$ cat src/rtl/branch_operand_feeder_pkg.sv
// -----------------------------------------------------------------------------
// branch_feeder_pkg
// Shared types and helpers for the ID-stage branch operand feeder.
//   - default operand / register index widths
//   - FSM state encoding
//   - hazard_need(): how many stall cycles a source register still requires
//     before its producer's value can be forwarded into ID.
// -----------------------------------------------------------------------------
package branch_feeder_pkg;

    localparam int DEF_DATA_W     = 32;
    localparam int DEF_REG_ADDR_W = 5;
    localparam int NEED_W         = 2;

    typedef enum logic [1:0] {
        IDLE,
        WAIT,
        RESOLVE
    } state_t;

    // Stall requirement for one source register. A source only conflicts with
    // a producer when it is nonzero ($0 is hardwired) and names the producer's
    // destination. The first matching rule wins.
    function automatic logic [NEED_W-1:0] hazard_need(
        input logic [DEF_REG_ADDR_W-1:0] addr,
        input logic                      ex_reg_write,
        input logic                      ex_mem_read,
        input logic [DEF_REG_ADDR_W-1:0] ex_dst,
        input logic                      mem_reg_write,
        input logic                      mem_mem_read,
        input logic [DEF_REG_ADDR_W-1:0] mem_dst
    );
        logic ex_hit;
        logic mem_hit;
        ex_hit  = (addr != '0) && (addr == ex_dst);
        mem_hit = (addr != '0) && (addr == mem_dst);
        if (ex_reg_write && ex_mem_read && ex_hit)
            return NEED_W'(2);
        else if (ex_reg_write && !ex_mem_read && ex_hit)
            return NEED_W'(1);
        else if (mem_reg_write && mem_mem_read && mem_hit)
            return NEED_W'(1);
        else
            return NEED_W'(0);
    endfunction

endpackage

$ cat src/rtl/branch_operand_feeder_eq_cmp.sv
// -----------------------------------------------------------------------------
// branch_eq_cmp
// Full-width bitwise equality of the two captured branch operands.
// Ports:
//   op_a, op_b  in  DATA_W  registered branch operands
//   eq          out 1       1 when op_a and op_b are identical
// -----------------------------------------------------------------------------
module branch_eq_cmp
    import branch_feeder_pkg::*;
#(
    parameter int DATA_W = DEF_DATA_W
) (
    input  logic [DATA_W-1:0] op_a,
    input  logic [DATA_W-1:0] op_b,
    output logic              eq
);

    assign eq = (op_a == op_b);

endmodule

$ cat src/rtl/branch_operand_feeder.sv
// -----------------------------------------------------------------------------
// branch_operand_feeder
// Feeds the two source operands of a BEQ/BNE in ID, stalls ID while a RAW
// hazard against EX/MEM cannot yet be forwarded, and resolves the branch one
// cycle after the operands are captured.
//
// Ports:
//   clk, reset                 clock, asynchronous active-high reset
//   br_valid, br_is_bne        ID holds a branch / branch is BNE
//   rs_addr, rt_addr           branch source registers
//   rs_rf_data, rt_rf_data     register-file read data
//   ex_reg_write, ex_mem_read, ex_dst        EX-stage producer
//   mem_reg_write, mem_mem_read, mem_dst,
//   mem_alu_result                           MEM-stage producer
//   wb_reg_write, wb_dst, wb_data            WB-stage producer
//   br_ready                   block can accept a branch (IDLE)
//   stall_id                   freeze PC and IF/ID, bubble into EX
//   br_done                    one-cycle outcome pulse
//   br_taken                   outcome, valid with br_done
//   flush_if                   br_done & br_taken
//   stat_branches, stat_taken, stat_stall_cycles
//                              statistics counters
//
// Build option: define BRANCH_FEEDER_STATS_EN to enable the statistics
// counters; otherwise the stat outputs are constant 0.
// -----------------------------------------------------------------------------
module branch_operand_feeder
    import branch_feeder_pkg::*;
#(
    parameter int DATA_W     = DEF_DATA_W,
    parameter int REG_ADDR_W = DEF_REG_ADDR_W,
    parameter int STAT_W     = 32
) (
    input  logic                  clk,
    input  logic                  reset,
    input  logic                  br_valid,
    input  logic                  br_is_bne,
    input  logic [REG_ADDR_W-1:0] rs_addr,
    input  logic [REG_ADDR_W-1:0] rt_addr,
    input  logic [DATA_W-1:0]     rs_rf_data,
    input  logic [DATA_W-1:0]     rt_rf_data,
    input  logic                  ex_reg_write,
    input  logic                  ex_mem_read,
    input  logic [REG_ADDR_W-1:0] ex_dst,
    input  logic                  mem_reg_write,
    input  logic                  mem_mem_read,
    input  logic [REG_ADDR_W-1:0] mem_dst,
    input  logic [DATA_W-1:0]     mem_alu_result,
    input  logic                  wb_reg_write,
    input  logic [REG_ADDR_W-1:0] wb_dst,
    input  logic [DATA_W-1:0]     wb_data,
    output logic                  br_ready,
    output logic                  stall_id,
    output logic                  br_done,
    output logic                  br_taken,
    output logic                  flush_if,
    output logic [STAT_W-1:0]     stat_branches,
    output logic [STAT_W-1:0]     stat_taken,
    output logic [STAT_W-1:0]     stat_stall_cycles
);

    state_t                state;
    logic [DATA_W-1:0]     op_a;
    logic [DATA_W-1:0]     op_b;
    logic                  is_bne;
    logic [REG_ADDR_W-1:0] lat_rs;
    logic [REG_ADDR_W-1:0] lat_rt;

    logic [REG_ADDR_W-1:0] cur_rs;
    logic [REG_ADDR_W-1:0] cur_rt;
    logic [NEED_W-1:0]     need_rs;
    logic [NEED_W-1:0]     need_rt;
    logic [NEED_W-1:0]     need;
    logic [DATA_W-1:0]     sel_a;
    logic [DATA_W-1:0]     sel_b;
    logic                  eq;
    logic                  resolve_taken;

    // Forwarding mux for one source; MEM ALU result beats WB, WB beats the RF.
    function automatic logic [DATA_W-1:0] select_operand(
        input logic [REG_ADDR_W-1:0] addr,
        input logic [DATA_W-1:0]     rf_data
    );
        if (addr == '0)
            return '0;
        else if (mem_reg_write && !mem_mem_read && (addr == mem_dst))
            return mem_alu_result;
        else if (wb_reg_write && (wb_dst == addr))
            return wb_data;
        else
            return rf_data;
    endfunction

    // NOTE: every signal driven here gets a value on every path, so no latch
    // can be inferred.
    always_comb begin
        // While waiting, IF/ID is frozen but the hazard is tracked against the
        // addresses captured at acceptance.
        cur_rs  = (state == WAIT) ? lat_rs : rs_addr;
        cur_rt  = (state == WAIT) ? lat_rt : rt_addr;
        need_rs = hazard_need(cur_rs, ex_reg_write, ex_mem_read, ex_dst,
                              mem_reg_write, mem_mem_read, mem_dst);
        need_rt = hazard_need(cur_rt, ex_reg_write, ex_mem_read, ex_dst,
                              mem_reg_write, mem_mem_read, mem_dst);
        need    = (need_rs > need_rt) ? need_rs : need_rt;
        sel_a   = select_operand(cur_rs, rs_rf_data);
        sel_b   = select_operand(cur_rt, rt_rf_data);
    end

    branch_eq_cmp #(
        .DATA_W (DATA_W)
    ) u_eq_cmp (
        .op_a (op_a),
        .op_b (op_b),
        .eq   (eq)
    );

    assign resolve_taken = eq ^ is_bne;
    assign br_ready      = (state == IDLE);
    assign br_done       = (state == RESOLVE);
    // Gated so the outcome reads 0 outside the br_done pulse.
    assign br_taken      = br_done & resolve_taken;
    assign flush_if      = br_taken;

    always_comb begin
        stall_id = 1'b0;
        if (!reset) begin
            unique case (state)
                IDLE:    stall_id = br_valid && (need != '0);
                WAIT:    stall_id = (need != '0);
                // A taken branch flushes the following instruction anyway.
                RESOLVE: stall_id = br_valid && !resolve_taken;
                default: stall_id = 1'b0;
            endcase
        end
    end

    // NOTE: sequential state uses non-blocking assignments so every flop
    // samples pre-edge values regardless of statement order.
    always_ff @(posedge clk or posedge reset) begin
        if (reset) begin
            state  <= IDLE;
            op_a   <= '0;
            op_b   <= '0;
            is_bne <= 1'b0;
            lat_rs <= '0;
            lat_rt <= '0;
        end else begin
            unique case (state)
                IDLE: begin
                    if (br_valid) begin
                        is_bne <= br_is_bne;
                        if (need == '0) begin
                            op_a  <= sel_a;
                            op_b  <= sel_b;
                            state <= RESOLVE;
                        end else begin
                            lat_rs <= rs_addr;
                            lat_rt <= rt_addr;
                            state  <= WAIT;
                        end
                    end
                end
                WAIT: begin
                    if (need == '0) begin
                        op_a  <= sel_a;
                        op_b  <= sel_b;
                        state <= RESOLVE;
                    end
                end
                RESOLVE: state <= IDLE;
                default: state <= IDLE;
            endcase
        end
    end

`ifdef BRANCH_FEEDER_STATS_EN
    logic [STAT_W-1:0] cnt_branches;
    logic [STAT_W-1:0] cnt_taken;
    logic [STAT_W-1:0] cnt_stall;

    // Counters wrap naturally at 2^STAT_W.
    always_ff @(posedge clk or posedge reset) begin
        if (reset) begin
            cnt_branches <= '0;
            cnt_taken    <= '0;
            cnt_stall    <= '0;
        end else begin
            if (br_done)
                cnt_branches <= cnt_branches + 1'b1;
            if (br_done && br_taken)
                cnt_taken <= cnt_taken + 1'b1;
            if (stall_id)
                cnt_stall <= cnt_stall + 1'b1;
        end
    end

    assign stat_branches     = cnt_branches;
    assign stat_taken        = cnt_taken;
    assign stat_stall_cycles = cnt_stall;
`else
    assign stat_branches     = '0;
    assign stat_taken        = '0;
    assign stat_stall_cycles = '0;
`endif

endmodule
$ cat config.mk
export PLATFORM = sky130hd
export DESIGN_NAME = branch_operand_feeder
export DESIGN_NICKNAME = d
export VERILOG_FILES = /design/src/rtl/branch_operand_feeder_pkg.sv /design/src/rtl/branch_operand_feeder_eq_cmp.sv /design/src/rtl/branch_operand_feeder.sv
export SDC_FILE = /design/constraint.sdc
export NUM_CORES = 1
export LEC_CHECK = 0
export ABC_AREA = 1
export CORE_MARGIN = 2
export CORE_UTILIZATION = 50
export CTS_CLUSTER_DIAMETER = 50
export CTS_CLUSTER_SIZE = 28
export DETAILED_ROUTE_END_ITERATION = 10
export HOLD_SLACK_MARGIN = 0.08
export PLACE_DENSITY = 0.93
export SLEW_MARGIN = 25
export SYNTH_ARGS = -nofsm -noshare
export SYNTH_HDL_FRONTEND = slang
export SYNTH_SLANG_ARGS = --single-unit
$ cat constraint.sdc
create_clock -name clk -period 5 [get_ports clk]
set_clock_uncertainty 0.05 [all_clocks]
set_input_delay 0.75 -clock clk [delete_from_list [all_inputs] [get_ports clk]]
set_output_delay 0.75 -clock clk [all_outputs]
set_load 0.03 [all_outputs]
==> flow_summary_export.csv <==
group,metric,value,unit
global_route,use_met2,0.490,
cts,post_cts_buffers,0,
timing,timing.fmax,0.216,GHz
place,dp_worst_setup_slack,446,ps
floorplanning,core_area,13900,µm²
global_route,grt_max_degree,78,
setup_path,crit_top_cell,"nand2_1",
yosys,yosysUniqueCellTypes,29,
setup_path,cp_cell_sequence,"inv_2 -> nor2_2 -> nand2_1 -> nand2_1 -> nand2_1 -> nand2_1 -> nand3_1 -> nor2_1 -> nand2_1 -> nand2_1 -> nand2_1 -> inv_1 -> ha_1 -> nand2_1 -> o21a_1 -> nand3_2 -> nand3_1 -> nor2_1 -> nor2_1 -> clkdlybuf4s50_1",
cts,htree_levels,3,
global_route,overflow,0,
yosys,synthArstFlopShare,1.00,
floorplanning,fp.dieH,123,µm
timing,rsz0062_at_grt,"no",
yosys,ys_seq_area_frac,0.270,
setup_path,critPathCaptureType,"primary output",
pwr,powerDensity,270,nW/µm²
setup_path,path_buf_inv,3,
setup_path,path_max_fanout,16,
timing,hold_viol_final,0,
routing,postRouteAntennaNets,0,
floorplanning,io_pins,263,
place,dp_hpwl,15.5,mm
run_status,status,"finished, final reports clean",
cells_and_area,final_common_cell,"nand2_1",
routing,wl,22.0,mm
cts,cts_root_buffer,"clkbuf_16",
setup_path,criticalPathCategory,"flop to primary output",
yosys,ys_warn_count,0,
floorplanning,die_x,123,µm
cts,cts_tree,"yes",
timing,finalWorstSetupSlack,379,ps
cts,clock-sinks,77,
cells_and_area,post-route-util,0.629,
timing,setup_viol,0,
cells_and_area,final_cell_mix,"nand2_1, clkdlybuf4s50_1, nor2_1",
setup_path,start_kind,"flop",
yosys,syn-instance-count,1175,
global_route,grt_pass1_wl,34.0,mm
cts,clkTransAtPathRegs,60,ps
place,io_buffers,166,
floorplanning,num_rows,43,
cts,ctsHoldBuffers,0,
global_route,met3_usage,0.0429,
cts,clk_latency,340,ps
yosys,avgSynthCellArea,6.06,µm²
cells_and_area,area.growth.synth_to_final,22.6,%
cells_and_area,layout.nets,1465,
place,globalplace.congestion,0.962,
cts,clockBufferDepth,2,
timing,period_needed,4620,ps
routing,vias,7589,
setup_path,cp_slowest_stage_delay,670,ps
yosys,ys.flop_type,"dfrtp_1",
setup_path,cp.required,4200,ps
cells_and_area,drive_gt1_frac,0.0467,
floorplanning,start_util,0.513,
cts,cts_inserted_buffers,9,
setup_path,cp_slowest_cell,"clkdlybuf4s50_1",
timing,post-route-period-util,0.924,
global_route,grt_pass1_vias,7131,
pwr,leakage,4.72,nW
timing,final_max_slew_viol_count,0,
job,drv_cap,0,
routing,drc_errors,0,
timing,timing.slew.headroom,0.297,
global_route,top_usage_layer,"met2",
setup_path,cp.arrival,3820,ps
yosys,ys_seq_elements,77,
setup_path,timing.critical_path.max_delay_family,"simple AND/OR/NAND/NOR gates",
global_route,met1_usage,0.362,
yosys,synth_edf_count,0,
routing,routedWlPerCell,14.8,µm
pwr,ir_worst_vdd,170,µV
routing,vias_per_cell,5.10,
global_route,grt_util_all_layers,0.287,
min_path,hold_class,"flop to flop",
routing,dr.pass1.iters,6,
timing,tightest_slew,1050,ps
global_route,antenna_found_initial,2,
routing,drtIter0Drc,659,
timing,fin_setup_tns,0,ps
yosys,netlist_area,7130,µm²
pwr,finalPower,2.36,mW
floorplanning,die_area,15200,µm²
==> logic make-up (layout without fill, tap and decap cells) <==
kind of cell	Yosys count	count (layout)	synth area share
fa+ha+maj	3	3	0.00527
compound gates	106	106	0.0752
other cells	1	98	0.000526
flops	77	77	0.270
xor+xnor	22	22	0.0270
buf+inv	258	293	0.201
simple gates	708	708	0.421
==> cell usage after synthesis, types with 9 or more instances <==
cell type    n  share of area
buf_4      111           0.12
xor2_1       9          0.011
nor2_1     158          0.083
dfrtp_1     77           0.27
or2_2        9         0.0079
nand2_1    375           0.20
nand4_1     41          0.036
xnor2_1     13          0.016
buf_2       25          0.018
nand3_1    106          0.074
inv_1       96          0.051
clkbuf_1    21          0.011
o21ai_0    101          0.071
==> final timing paths <==
kind                            from   endpoint  slack (ps)  depth (start not counted)
max in group asynchronous      reset   op_b[27]        3530                          3
max                         state[0]   stall_id         380                         20
max reg2reg                 state[0]    op_b[4]        1320                         21
min in group asynchronous      reset     is_bne         850                          3
min reg2reg                lat_rt[0]  lat_rt[0]         430                          2
min                        lat_rt[0]  lat_rt[0]         430                          2
==> state kept, by name, indices dropped and copies added, names as in the netlist <==
name    flops
is_bne      1
op_b       32
state       2
lat_rt      5
op_a       32
lat_rs      5
==> metrics by stage <==
stage | std cells | instance area (µm²) | hold WS, ps
after floorplan | 1270 | 7480 | 384
after global placement | 1469 | 8420 | 404
after detailed placement | 1469 | 8420 | 404
after CTS | 1485 | 8720 | 424
after global routing | 1487 | 8730 | 457
final | 1487 | 8730 | 428
==> metal layers <==
metal,part of all wire,wire length [µm]
met3,0.076,1660
met5,0,0
met4,0.020,443
met2,0.48,10600
met1,0.42,9280
==> power by group <==
| group | switching [mW] | internal [mW] | total, mW |
|---|---|---|---|
| Sequential | 0.105 | 0.767 | 0.872 |
| Clock | 0.277 | 0.391 | 0.668 |
| Combinational | 0.493 | 0.324 | 0.817 |
==> worst register-to-register path, stage by stage (launching register included) <==
cell,delay (ps)
dfrtp_2,610
inv_2,110
nor2_2,330
nand2_1,100
nand2_1,170
nand2_1,70
nand2_1,60
nand3_1,70
nor2_1,140
nand2_1,70
nand2_1,80
nand2_1,50
inv_1,70
ha_1,230
nand2_1,70
o21a_1,150
inv_1,40
nand3_1,120
inv_2,80
nor2_8,610
nand3_1,230
nand2_1,110
==> cell type report <==
| cell class | instances | area, µm² |
|---|---|---|
| Antenna cell | 2 | 5.00 |
| Fill cell | 1310 | 5150 |
| Multi-Input combinational cell | 935 | 4150 |
| Clock inverter | 6 | 70.1 |
| Clock buffer | 10 | 229 |
| Inverter | 99 | 374 |
| Timing Repair Buffer | 178 | 1760 |
| Sequential cell | 77 | 1930 |
| Tap cell | 180 | 225 |
==> what timing repair did <==
action	4_1_cts	5_1_grt
hold endpoints to repair	0	0
setup endpoints to repair	0	1
resized for setup	0	3
(Power assumes the default switching activity.)
